$ cat config.mk
export PLATFORM = sky130hd
export DESIGN_NAME = nhan_cong_tuan_tu_flat
export DESIGN_NICKNAME = d
export VERILOG_FILES = /design/src/rtl/nhan_cong_pkg.sv /design/src/rtl/nhan_cong_tuan_tu_if.sv /design/src/rtl/nhan_cong_dp.sv /design/src/rtl/nhan_cong_tuan_tu.sv /design/src/flat_wrapper.sv
export SDC_FILE = /design/constraint.sdc
export NUM_CORES = 1
export LEC_CHECK = 0
export BUFFER_PORTS_ARGS = -buffer_cell sky130_fd_sc_hd__clkbuf_2
export CAP_MARGIN = 20
export CORE_UTILIZATION = 49
export CTS_BUF_LIST = sky130_fd_sc_hd__clkbuf_4 sky130_fd_sc_hd__clkbuf_8
export CTS_CLUSTER_SIZE = 40
export DETAILED_ROUTE_END_ITERATION = 16
export PLACE_DENSITY_LB_ADDON = 0.1
export SYNTH_ARGS = -nofsm -noshare
export SYNTH_HDL_FRONTEND = slang
export SYNTH_SLANG_ARGS = --single-unit
$ cat constraint.sdc
create_clock -name clk -period 2.9 [get_ports clk]
set_clock_uncertainty 0.2 [all_clocks]
set_input_delay 0.145 -clock clk [delete_from_list [all_inputs] [get_ports clk]]
set_output_delay 0.145 -clock clk [all_outputs]
set_load 0.05 [all_outputs]
$ cat src/rtl/nhan_cong_pkg.sv
// Shared types and constants for the nhan_cong sequential sum-of-products unit.
package nhan_cong_pkg;

  localparam int DEF_WIDTH = 4;
  localparam int DEF_N     = 2;

  typedef enum logic [1:0] {
    IDLE,
    MUL,
    ACC,
    DONE
  } state_t;

  function automatic int clog2(input int value);
    int r;
    r = 0;
    for (int v = value - 1; v > 0; v = v >> 1) r++;
    return r;
  endfunction

endpackage

$ cat src/rtl/nhan_cong_tuan_tu_if.sv
// Start/done request bus of the sequential dot-product unit: operands in, result and status out.
interface nhan_cong_tuan_tu_if
  import nhan_cong_pkg::*;
#(
  parameter int WIDTH = DEF_WIDTH,
  parameter int N     = DEF_N,
  parameter int P_W   = 2 * WIDTH + clog2(N) + 1
) ();

  logic               start;
  logic               clr_acc;
  logic [N*WIDTH-1:0] a_in;
  logic [N*WIDTH-1:0] b_in;
  logic               busy;
  logic               done;
  logic [P_W-1:0]     p;
  logic               ovf;

  modport master (
    output start, clr_acc, a_in, b_in,
    input  busy, done, p, ovf
  );

  modport slave (
    input  start, clr_acc, a_in, b_in,
    output busy, done, p, ovf
  );

endinterface

$ cat src/rtl/nhan_cong_dp.sv
// Datapath: captured operands, one shift-add partial product and the shared accumulator.
module nhan_cong_dp
  import nhan_cong_pkg::*;
#(
  parameter int WIDTH = DEF_WIDTH,
  parameter int N     = DEF_N,
  parameter int P_W   = 2 * WIDTH + clog2(N) + 1,
  parameter int CW    = 1,
  parameter int BW    = 2
) (
  input  logic               clk,
  input  logic               rst,
  input  logic               load,
  input  logic               clear_acc,
  input  logic               mul_step,
  input  logic               acc_step,
  input  logic [CW-1:0]      chan,
  input  logic [BW-1:0]      bit_idx,
  input  logic [N*WIDTH-1:0] a_in,
  input  logic [N*WIDTH-1:0] b_in,
  output logic [P_W-1:0]     acc_sum,
  output logic               carry
);

  logic [N-1:0][WIDTH-1:0] a_reg;
  logic [N-1:0][WIDTH-1:0] b_reg;
  logic [2*WIDTH-1:0]      partial;
  logic [P_W-1:0]          acc;
  logic [2*WIDTH-1:0]      shifted;
  logic [P_W:0]            acc_wide;

  assign shifted  = {{WIDTH{1'b0}}, a_reg[chan]} << bit_idx;
  assign acc_wide = {1'b0, acc} + {{(P_W + 1 - 2 * WIDTH){1'b0}}, partial};
  assign acc_sum  = acc_wide[P_W-1:0];
  assign carry    = acc_wide[P_W];

  // NOTE: state uses non-blocking assignments so every register samples pre-edge values.
  always_ff @(posedge clk) begin
    if (rst) begin
      // NOTE: operand registers are cleared on reset as well; they are small and an aborted run must leave nothing behind.
      a_reg   <= '0;
      b_reg   <= '0;
      partial <= '0;
      acc     <= '0;
    end else begin
      if (load) begin
        a_reg   <= a_in;
        b_reg   <= b_in;
        partial <= '0;
      end else if (mul_step && b_reg[chan][bit_idx]) begin
        partial <= partial + shifted;
      end else if (acc_step) begin
        partial <= '0;
      end

      if (clear_acc)     acc <= '0;
      else if (acc_step) acc <= acc_sum;
    end
  end

endmodule

$ cat src/rtl/nhan_cong_tuan_tu.sv
// Sequential sum-of-products P = sum A[k]*B[k] over one shared shift-add multiplier.
// Define NHAN_CONG_ACC_EN to accumulate across operations with clr_acc and a sticky ovf.
module nhan_cong_tuan_tu
  import nhan_cong_pkg::*;
#(
  parameter int WIDTH = DEF_WIDTH,
  parameter int N     = DEF_N,
  parameter int P_W   = 2 * WIDTH + clog2(N) + 1
) (
  input logic                clk,
  input logic                rst,
  nhan_cong_tuan_tu_if.slave bus
);

  localparam int CW = (N > 1) ? clog2(N) : 1;
  localparam int BW = clog2(WIDTH);

  state_t         state;
  state_t         state_nx;
  logic [CW-1:0]  chan;
  logic [BW-1:0]  bit_idx;
  logic           last_bit;
  logic           last_chan;
  logic           busy;
  logic           done;
  logic           load;
  logic           clear_acc;
  logic           mul_step;
  logic           acc_step;
  logic [P_W-1:0] acc_sum;
  logic           carry;
  logic [P_W-1:0] p;
  logic           ovf;
  logic           unused_bits;

  assign last_bit  = (bit_idx == BW'(WIDTH - 1));
  assign last_chan = (chan == CW'(N - 1));

  always_ff @(posedge clk) begin
    if (rst) state <= IDLE;
    else     state <= state_nx;
  end

  always_comb begin
    state_nx = state;
    case (state)
      IDLE:    if (bus.start) state_nx = MUL;
      MUL:     if (last_bit) state_nx = ACC;
      ACC:     state_nx = last_chan ? DONE : MUL;
      DONE:    state_nx = IDLE;
      default: state_nx = IDLE;
    endcase
  end

  // NOTE: every output gets a default before the case, so no latch is inferred.
  always_comb begin
    busy     = 1'b0;
    done     = 1'b0;
    load     = 1'b0;
    mul_step = 1'b0;
    acc_step = 1'b0;
    case (state)
      IDLE: load = bus.start;
      MUL: begin
        busy     = 1'b1;
        mul_step = 1'b1;
      end
      ACC: begin
        busy     = 1'b1;
        acc_step = 1'b1;
      end
      DONE: begin
        busy = 1'b1;
        done = 1'b1;
      end
      default: ;
    endcase
  end

  always_ff @(posedge clk) begin
    if (rst) begin
      chan    <= '0;
      bit_idx <= '0;
    end else begin
      case (state)
        IDLE: begin
          chan    <= '0;
          bit_idx <= '0;
        end
        MUL: bit_idx <= last_bit ? '0 : bit_idx + 1'b1;
        ACC: begin
          bit_idx <= '0;
          if (!last_chan) chan <= chan + 1'b1;
        end
        default: ;
      endcase
    end
  end

  // The result is taken from the adder output so it is already valid in the DONE cycle.
  always_ff @(posedge clk) begin
    if (rst)                        p <= '0;
    else if (acc_step && last_chan) p <= acc_sum;
  end

`ifdef NHAN_CONG_ACC_EN
  assign clear_acc = (state == IDLE) && bus.clr_acc;

  always_ff @(posedge clk) begin
    if (rst)                               ovf <= 1'b0;
    else if ((state == IDLE) && bus.clr_acc) ovf <= 1'b0;
    else if (acc_step && carry)            ovf <= 1'b1;
  end
`else
  assign clear_acc = load;
  assign ovf       = 1'b0;
`endif

  // clr_acc and carry have no effect unless accumulation is enabled.
  assign unused_bits = bus.clr_acc ^ carry;

  nhan_cong_dp #(
    .WIDTH (WIDTH),
    .N     (N),
    .P_W   (P_W),
    .CW    (CW),
    .BW    (BW)
  ) u_dp (
    .clk       (clk),
    .rst       (rst),
    .load      (load),
    .clear_acc (clear_acc),
    .mul_step  (mul_step),
    .acc_step  (acc_step),
    .chan      (chan),
    .bit_idx   (bit_idx),
    .a_in      (bus.a_in),
    .b_in      (bus.b_in),
    .acc_sum   (acc_sum),
    .carry     (carry)
  );

  assign bus.busy = busy;
  assign bus.done = done;
  assign bus.p    = p;
  assign bus.ovf  = ovf;

endmodule
$ cat src/flat_wrapper.sv
// flat-port wrapper written by rule: the top's interface ports become plain ports
module nhan_cong_tuan_tu_flat import nhan_cong_pkg::*;
#(
  parameter int WIDTH = DEF_WIDTH,
  parameter int N     = DEF_N,
  parameter int P_W   = 2 * WIDTH + clog2(N) + 1
)
  (clk, rst, bus_start, bus_clr_acc, bus_a_in, bus_b_in, bus_busy, bus_done, bus_p, bus_ovf);
  nhan_cong_tuan_tu_if #(.WIDTH(WIDTH), .N(N), .P_W(P_W)) bus_i ();
  input logic clk;
  input logic rst;
  input wire logic [$bits(bus_i.start)-1:0] bus_start;
  input wire logic [$bits(bus_i.clr_acc)-1:0] bus_clr_acc;
  input wire logic [$bits(bus_i.a_in)-1:0] bus_a_in;
  input wire logic [$bits(bus_i.b_in)-1:0] bus_b_in;
  output wire logic [$bits(bus_i.busy)-1:0] bus_busy;
  output wire logic [$bits(bus_i.done)-1:0] bus_done;
  output wire logic [$bits(bus_i.p)-1:0] bus_p;
  output wire logic [$bits(bus_i.ovf)-1:0] bus_ovf;
  assign bus_i.start = bus_start;
  assign bus_i.clr_acc = bus_clr_acc;
  assign bus_i.a_in = bus_a_in;
  assign bus_i.b_in = bus_b_in;
  assign bus_busy = bus_i.busy;
  assign bus_done = bus_i.done;
  assign bus_p = bus_i.p;
  assign bus_ovf = bus_i.ovf;
  nhan_cong_tuan_tu #(.WIDTH(WIDTH), .N(N), .P_W(P_W)) u_core (.clk(clk), .rst(rst), .bus(bus_i));
endmodule
### Word-level counts from Yosys, hierarchy flattened

Index checks and enable logic that the tools add are counted.
Widths: inputs -> output; s select.

* add/subtract/negate cells: 4
* magnitude comparators: 2
* equality and inequality tests: 6
* shift operators: 1
* mux-type cells: 21
* reductions and logical operators: 10

Operator list (count)
* $mux 4: 4
* $mux 8: 2
* $add 10x8->10: 1
* $add 8x8->8: 1
* $mux 2: 4
* $pmux 2 s4: 1
* $shl 4x2->8: 1
* $mux 1: 7
* $eq 2x2->1 const B: 3
* $reduce_bool 2->1: 3
* $pmux 2 s2: 1
* $reduce_or 2->1: 2
* $lt 2x3->1 const B: 1
* $reduce_or 3->1: 1
* $add 2x1->2 const B: 1
* $bmux 1 s2: 1
* $eq 2x1->1 const B: 1
* $logic_and 1x1->1: 2
* $logic_not 2->1: 1
* $lt 1x2->1 const B: 1
* $ne 2x1->1 const B: 1
* $ne 2x2->1 const B: 1
* $pmux 1 s2: 1
* $reduce_and 2->1: 1
* $add 1x1->1 const B: 1

* register bits after elaboration: 49
* input bits: 20
* output and inout port bits: 13
* word-level logic and storage cells: 54

### Depth between registers and ports, before layout

Gate-level depths: netlist of the first run.

* word-level depth: 6
* depth in mapped cells: 12
* gate-level depth less buffers: 11

### Modules after synthesis

From an unflattened synthesis of the first run, not the netlist that was laid out.

* cells, all modules: 324
* area, all modules: 2917.8 µm²

By module, submodules not included
* nhan_cong_dp: instances 1, cells an instance 251, area an instance 2205.9 µm², sequential area each 680.7 µm²
* nhan_cong_tuan_tu: instances 1, cells an instance 73, area an instance 711.9 µm², sequential area each 300.3 µm²

### Least setup slack after synthesis of the first run

OpenSTA, ideal clock, no wires.

* path kind: register to register
* start: register u_core.chan
* end: register u_core.u_dp.partial[6]
* setup time: 0.070 ns
* data arrival time: 2.467 ns
* data required time: 2.630 ns
* slack: 0.162 ns
* stages on the path, launching flop included: 11
* path buffers: 1
* period minus slack after synthesis: 2.738 ns
* cell sequence: dfxtp_1 > buf_4 > mux2i_1 > nor3_1 > ha_1 > fa_1 > a211oi_1 > nor2_1 > or4_1 > a31o_2 > a21oi_1

* word-level cells in the longest chain between the ends: 6
* elaborated cells on any way between the ends: 11
* classes of those cells: add/sub (1); shift (1); mux (7); reduce/logical (2)

Ends and longest elaborated chain
* start, declared: RTL line nhan_cong_tuan_tu.sv:20 `logic [CW-1:0] chan;`
* start signal, assigned: RTL line nhan_cong_tuan_tu.sv:93 `if (!last_chan) chan <= chan + 1'b1;`
* branches (longest 6 deep; another with $add 8x8->8)
* end signal, assigned: RTL line nhan_cong_dp.sv:51 `partial <= partial + shifted;`
* end, declared: RTL line nhan_cong_dp.sv:27 `logic [2*WIDTH-1:0] partial;`

Several ways; the timed one is not identified. The select of a mux whose other input is x is not followed.
A chain may end at the register's enable or synchronous reset.

### Worst setup path after layout of the first run

Ends and elaborated chain as after synthesis.

==> results summary, run 1 <==
The number of antenna diodes in the final layout is 0. The total setup violations reported at the end of the flow came out at 0. The share of the cycle needed by the critical path after routing is 0.9549. After synthesis the cells add up to ~2700 um^2. The clock passes through at most 2 buffers.

The vertical die dimension came out at 76.18 um. Across the run, the number of max-cap violations was 0. The endpoint of the most critical setup path is u_core.u_dp.partial[6]$_SDFFE_PP0P_. STA classifies the critical path endpoint as a flop. Among all flip-flop cells after synthesis, the most frequent one is dfxtp_1. The largest individual stage delay along the critical path comes from the cell dfxtp_4.

The number of buffer and inverter stages on the critical path is 0. The number of instances in the synthesized netlist is 329. The stage delay of the slowest cell on the critical path is 410 ps.

The average size of a mapped cell came out at 8.196 um^2. The weighted congestion at the end of routability-driven global placement is 0.8380. The depth of the worst register-to-register path came out at 9.

The I/O pin count came out at 33. For this configuration, the core starts out at a cell density of 0.5180. Of the total synthesized cell area, the portion taken by XOR and XNOR cells is 0.02274. The via count of the first global-routing pass is between 2000 and 2500.

The number of warnings reported in the yosys synthesis log came out at 0. By area, the combinational part of the netlist is dominated by simple AND/OR/NAND/NOR gates. The met3 layer usage reported by global route is 0.04311. For this run, design rule violations remaining after detail routing come to 0. At the later pin of the worst-skew pair, clock insertion delay measures 300 ps. The largest net degree at the start of global routing is 39.

The die covers between 5000 and 6000 um^2. The remaining max-slew budget at the tightest pin is 0.6481. The dominant delay contributor by cell family on the critical path is compound AO/OA/AOI/OAI gates. The core region is between 5000 and 6000 um^2.

The critical path is of the flop to flop type. The most critical setup path has its startpoint at u_core.chan$_SDFFE_PP0N_. The total number of nets in the final design is 413. The final max-slew violation count is 0. After synthesis, the share of cell area in mux cells is 0.04501. The number of antenna violations at the first check in global routing is 0. Of all nets on the critical path, the largest fanout is 8.

The post-layout minimum cycle time is around 2800 ps. The first-pass GRT wire length is 10.46 mm. The synthesized-area fraction occupied by adder cells came out at 0.08910.

The flop-to-flop setup slack came out at 130 ps. The busiest layer in global routing is met2. Setup repair after global routing left no endpoint under its margin. The signal on the critical path passes through mux2_2 -> o21ai_0 -> o21ai_0 -> ha_1 -> o21ai_0 -> nor2_1 -> or4_1 -> a31o_2 -> a21oi_1. The wire-length estimate of the detail-placed layout is 4.440 mm.

The number of distinct library cells after synthesis is 52. The placement row count is 26. The number of cells on the critical path is 9. Synthesis inferred 49 register bits. The total routing resource utilization after global routing came out at 0.2277. The compound-cell area share of the yosys netlist is 0.1995. In this run, the number of DRC markers left after iteration 0 of detailed routing was 130. The met2 usage in global routing is 0.3673.

Derived from the worst setup path, the maximum achievable clock frequency is 0.3611 GHz. The post-route antenna net violation count is 0. The number of cells in the finished layout apart from fillers came out at 446. The horizontal die dimension came out at 76.18 um.

The final layout contains routed wiring with a total length of 6.186 mm. The clock net sink count is 49. Of the total synthesized cell area, the portion taken by AND, OR, NAND and NOR gates is 0.2376.

The total negative slack came out at 0 ps. The number of enable flip-flop cells after synthesis came out at 0. The largest vdd supply drop came out at 0.3334 mV. The number of clock buffers inserted by TritonCTS is 5. The number of search-and-repair iterations in the first detailed-routing pass came out at 4. The TritonCTS clock tree is done. The fraction of met1 tracks used by global routing is 0.3064. The count of buffers from port buffering is 30.

The cell count after placement came out at 421. Data on the critical path arrives at its endpoint at 2800 ps. The post-synthesis to final-layout area growth came out at 18.79%. Clock-pin slew was measured on the worst setup and hold paths at about 100 ps. Leaving out fill and tap cells, the most frequent cells in the layout are nand2_1 (63), a21oi_1 (48), dfxtp_1 (48). In the routed layout, each cell is associated on average with a via count of 5.437. For this run, asynchronously set or reset flops after synthesis account for 0. The most numerous cell type found on the critical path is o21ai_0.

In the final layout, the registers with the most flip-flops are u_core.bus.p x10, u_core.u_dp.acc x10. The run finished with clean final reports. The share of the Yosys chip area taken by registers is 0.3638. Power spread over the standard cell area amounts to 393.1 nW/um^2. The fraction of layout instances using a drive strength above 1 came out at 0.1569. The endpoint identified for the worst register-to-register timing path is u_core.u_dp.partial[6]$_SDFFE_PP0P_. For this run the aggregate overflow at the end of global routing stands at 0. The tightest min-delay check is of the input port to flop type. Leaving out fill and tap cells, the most frequent cell in the layout is nand2_1. At the pin with the least slew margin, the transition time is about 530 ps. The number of nets handed over by synthesis was around 370. The H-tree was split into 2 levels. For this block, the via count after detailed routing is 2425. The start of the worst register-to-register path is u_core.chan$_SDFFE_PP0N_. STA classifies the critical path startpoint as a flop. The total setup buffers inserted after CTS is 0. The number of endpoints with negative hold slack in the final report came out at 0. The average detailed-routed wire length per instance came out at 13.87 um. Data on the critical path is required at its endpoint by 2930 ps.

CTS placed an instance of clkbuf_8 at the clock tree root. The leakage power figure came out at about 1.4 nW.
timing repair:
item | 4_1_cts | 5_1_grt
hold buffers | 17 | 0
endpoints found under the hold margin | 17 | 0
resized for setup | 1 | 2
gates cloned | 0 | 0
pin swaps | 0 | 0
endpoints found under the setup margin | 1 | 1
Yosys cell counts, drive strengths merged (2+ instances only):
cell type	count	area, um^2
mux2i	5	50.05
nand3	16	80.08
or3	2	12.51
xor2	3	26.28
a21oi	48	240.2
nor2b	3	18.77
nand4b	3	26.28
nor2	14	52.55
mux4	2	45.04
dfxtp	49	980.9
o21ai	13	65.06
o211ai	3	22.52
a21o	6	45.04
buf	9	53.80
or4	3	22.52
fa	2	40.04
or2	2	12.52
clkbuf	11	41.29
a211o	2	17.52
nand2b	5	31.28
inv	4	15.01
xnor2	4	35.03
nand4	2	12.51
and2	4	25.02
nand3b	5	50.05
nor3	4	20.02
mux2	2	26.27
o41ai	2	17.52
ha	16	200.2
nand2	63	236.5
a211oi	8	60.06
worst min path at each step:
stage           startpoint                                 to  slack (ps)  depth (start not counted)
2_1_floorplan  bus_a_in[1]  u_core.u_dp.a_reg[1]$_SDFFE_PP0P_          80                          2
3_3_place_gp   bus_b_in[2]  u_core.u_dp.b_reg[2]$_SDFFE_PP0P_         170                          3
3_5_place_dp   bus_b_in[1]  u_core.u_dp.b_reg[1]$_SDFFE_PP0P_         180                          3
4_1_cts                rst       u_core.bus.p[3]$_SDFFE_PP0P_         120                          3
5_1_grt                rst       u_core.bus.p[3]$_SDFFE_PP0P_         150                          3
6_report               rst       u_core.bus.p[3]$_SDFFE_PP0P_         130                          3
stage by stage:
stage	total power, mW	cell area (um^2)	hold WS [ps]	utilization	setup slack, ps
floorplan	0.7910	2696	80.96	-	162.5
global placement	0.8245	2929	167.4	0.5627	132.0
detailed placement	0.8263	2929	175.2	0.5627	2.133
CTS	1.271	3197	116.8	0.6142	87.80
global route	1.319	3203	149.1	0.6154	23.99
finish	1.259	3203	128.3	0.6154	130.7
routing by layer:
| layer | up-vias | part of all wire |
|---|---|---|
| li1 | 1260 | - |
| met1 | 1116 | 0.49 |
| met2 | 43 | 0.47 |
| met3 | 6 | 0.036 |
| met4 | 0 | 0.010 |
| met5 | - | 0 |
worst register-to-register path, delay by kind of cell, from the launching register on:
kind,cells,cell delay [ps]
DFF,1,410
adders and majority gates,1,370
muxes,1,360
and+or+nand+nor,2,460
AOI/OAI and AO/OA,5,900
final cells by class:
class | count | area [um^2]
fill | 466 | 2002
inverter | 4 | 15.01
tap | 70 | 87.58
multi-input combinational | 256 | 1609
sequential | 49 | 984.7
timing repair buffer | 59 | 410.4
clock buffer | 6 | 82.58
clock inverter | 2 | 13.76
where the power goes:
| part | internal (mW) | leakage [nW] | switching [mW] |
|---|---|---|---|
| clock network | 0.194 | 0.0512 | 0.237 |
| registers | 0.686 | 0.398 | 0.0108 |
| logic | 0.0596 | 0.929 | 0.0720 |
| total | 0.940 | 1.38 | 0.319 |
cells by family (layout without fill, tap and decap cells):
family,Yosys count,after routing
flip-flops,49,49
buffers and inverters,24,71
adder cells (fa/ha/maj),18,18
multiplexers,9,9
AND/OR/NAND/NOR,131,131
other,1,1
AO/OA/AOI/OAI,90,90
XOR/XNOR,7,7
Note: power is estimated with default switching activity, not from simulation.
==> run 2, diff against run 1 <==
Settings changed: CORE_UTILIZATION 49 to 37.
==> results summary, run 2 (synthesis results as in run 1) <==
The run finished with clean final reports. TritonCTS built the clock tree. The clock power share is 0.348 (+0.006). Setup repair after global routing left no endpoint under its margin. The average detailed-routed wire length per instance is 13.26 um (-4.4%). The setup path with the least slack is of type flop to flop. The share of the cycle needed by the critical path after routing is 0.9293 (-0.02561). The sequential standard cell area came out at 984.7 um^2 (unchanged). The area of the core region was 6907 um^2 (+33%). The vertical die dimension came to 87.37 um (+15%).

Clock tree synthesis selected as its root buffer the cell clkbuf_8. The footprint of the multi-input gates came out at 1614 um^2 (+0.31%). In this run the most critical hold path is launched from rst. The horizontal die dimension came to 87.37 um (+15%). The weighted congestion at the end of routability-driven global placement is 0.7816 (-6.7%). The number of endpoints with negative hold slack in the final report is 0 (unchanged). The critical path goes through mux2i_2 -> nor3_1 -> ha_1 -> fa_1 -> a211oi_1 -> nor2_1 -> or4_1 -> a31o_2 -> a21oi_1. The placement row count is 30 (+15%). The share of total power in sequential cells came out at 0.548 (-0.006).

The final design instance area without fill came out at 3251 um^2 (+1.5%). The I/O pin count came out at 33 (unchanged). The total setup buffers inserted after CTS came out at 0 (unchanged). The total grt overflow came to 0 (unchanged). The count of buffers from port buffering came out at 30 (unchanged). The stage delay of the slowest cell on the critical path is 410 ps (about the same). The total number of nets in the final design came out at 414 (+0.24%). The HPWL after detailed placement came out at 4.568 mm (+2.9%).

The fraction of layout instances using a drive strength above 1 is 0.1618 (+0.004889). The worst slack at placement is 119.1 ps (+117.0 ps). The leakage power figure is 1.382 nW (+0.21%). The top cell types in the final layout, fill and taps aside, are nand2_1 (63), a21oi_1 (48), dfxtp_1 (48).

The largest net degree at the start of global routing came out at 39 (unchanged). The final max-slew violation count is 0 (unchanged). The violation count after the first detailed-routing iteration came to 140 (+7.7%). The number of vias after detailed routing is 2410 (-0.62%). The post-route worst setup slack is 205.0 ps (+74.27 ps). The path class of the lowest-slack min-delay path is input port to flop.

The total setup violations reported at the end of the flow is 0 (unchanged). The number of filler cells placed in the layout came out at 705 (+51%). The switching share of total power came out at 0.2586 (+0.004985). The transition time of the tightest slew-check pin came to 515.6 ps (-11.06 ps).

The data required time of the critical path is 2930 ps (about the same). The starting density of the core is 0.3904 (-0.1276). The most common cell after layout, fill and taps aside is nand2_1. The arrival time at the worst endpoint is 2720 ps (-80 ps). The number of search-and-repair iterations in the first detailed-routing pass came to 4 (unchanged). The worst setup path is launched from a flop. The switching power is 0.3294 mW (+3.1%). The number of max-cap violations is 0 (unchanged).

The post-layout minimum cycle time is 2695 ps (-74.27 ps). From synthesis to final layout, the design area changed by 20.56%. The clock insertion delay at the later pin of the skew report is 300 ps (about the same).

The number of antenna violations at the first check in global routing was 0 (unchanged). The internal power component is 0.9442 mW (+0.46%). The via count of the first global-routing pass came out at 2218 (-1.0%). The largest vdd supply drop is 0.2924 mV (-12%). The largest fanout on the critical path is 8 (unchanged).

The die outline area came out at 7633 um^2 (+32%). The cell type of the slowest stage on the worst timing path is dfxtp_4. The fraction of the core area covered by cells at the end of the flow is 0.4707 (-0.1447). The first-pass GRT wire length is 10.87 mm (+4.0%). The number of buffers on the longest clock path came out at 2 (unchanged). The start of the worst register-to-register path is u_core.chan$_SDFFE_PP0N_. The diode insertion count for antenna repair came out at 0 (unchanged).

The worst setup path is captured at a flop. The clock slew at the register clock pins of the worst setup and hold paths came out at 100 ps (about the same). The largest registers in the layout are u_core.bus.p x10, u_core.u_dp.acc x10. The clock net sink count came out at 49 (unchanged). The number of clock buffers inserted by TritonCTS came out at 5 (unchanged).

The post-route antenna net violation count is 0 (unchanged). The remaining max-slew budget at the tightest pin was 0.6555 (+0.007390). The routed wire length is 6.272 mm (+1.4%).

The post-place instance area is 2969 um^2 (+1.4%). The total negative slack came out at 0 ps (unchanged). The via density per instance came to 5.095 (-6.3%).

The number of H-tree branching levels is 2 (unchanged). The total routing resource utilization after global routing was 0.1831 (-0.04455). The DRC violations left came out at 0 (unchanged). The most critical setup path has its startpoint at u_core.chan$_SDFFE_PP0N_. The total power per unit cell area was 391.8 nW/um^2 (-0.34%).

The relative contribution of combinational cells to total power came out at 0.104 (about the same). The highest clock frequency the design can meet is 0.3711 GHz (+2.8%).
run 2: metal layers:
layer / vias up / track usage / share of wire
li1: 1261 / - / -
met1: 1101 / 0.2711 / 0.53
met2: 39 / 0.2734 / 0.43
met3: 9 / 0.02559 / 0.025
met4: 0 / 0.05514 / 0.012
met5: - / 0 / 0
run 2: final cells by class:
type | count | area share
multi-input combinational | 256 | 0.4965
inverter | 4 | 0.004619
sequential | 49 | 0.3029
timing repair buffer | 60 | 0.1286
tap | 96 | 0.03695
clock buffer | 6 | 0.02540
clock inverter | 2 | 0.005004
run 2: worst paths after layout:
path	endpoint	slack, ps	depth (start not counted)
worst min-delay path	u_core.state[0]$_SDFFE_PP0P_	140	3
worst max-delay path	u_core.u_dp.partial[6]$_SDFFE_PP0P_	210	9
worst min register to register	u_core.u_dp.b_reg[1]$_SDFFE_PP0P_	260	2
worst max register to register	u_core.u_dp.partial[6]$_SDFFE_PP0P_	210	9
run 2: critical path: cells and delay by family, from the launching register on:
family	cells	cell delay [ps]
adders and majority gates	2	630
and+or+nand+nor	3	570
AOI/OAI and AO/OA	3	570
DFF	1	410
muxes	1	260
run 2: repair_timing:
item | CTS | global route
gates resized for setup | 0 | 4
setup endpoints to repair | 0 | 3
hold endpoints to repair | 17 | 0
hold buffers | 17 | 0
run 2: stage by stage:
stage / std cells / total power [mW] / hold WS (ps)
after floorplan: 329 / 0.7910 / 80.96
after global placement: 448 / 0.8261 / 168.6
after detailed placement: 448 / 0.8272 / 175.9
after CTS: 473 / 1.292 / 131.0
after global routing: 473 / 1.335 / 144.9
final: 473 / 1.274 / 138.1
run 2: power by group through the flow:
stage	clock network [mW]	registers, mW	logic [mW]
3_3_place_gp	0	0.714	0.113
4_1_cts	0.462	0.698	0.132
5_1_grt	0.486	0.700	0.149
3_5_place_dp	0	0.714	0.114
6_report	0.444	0.697	0.133
2_1_floorplan	0	0.709	0.0816
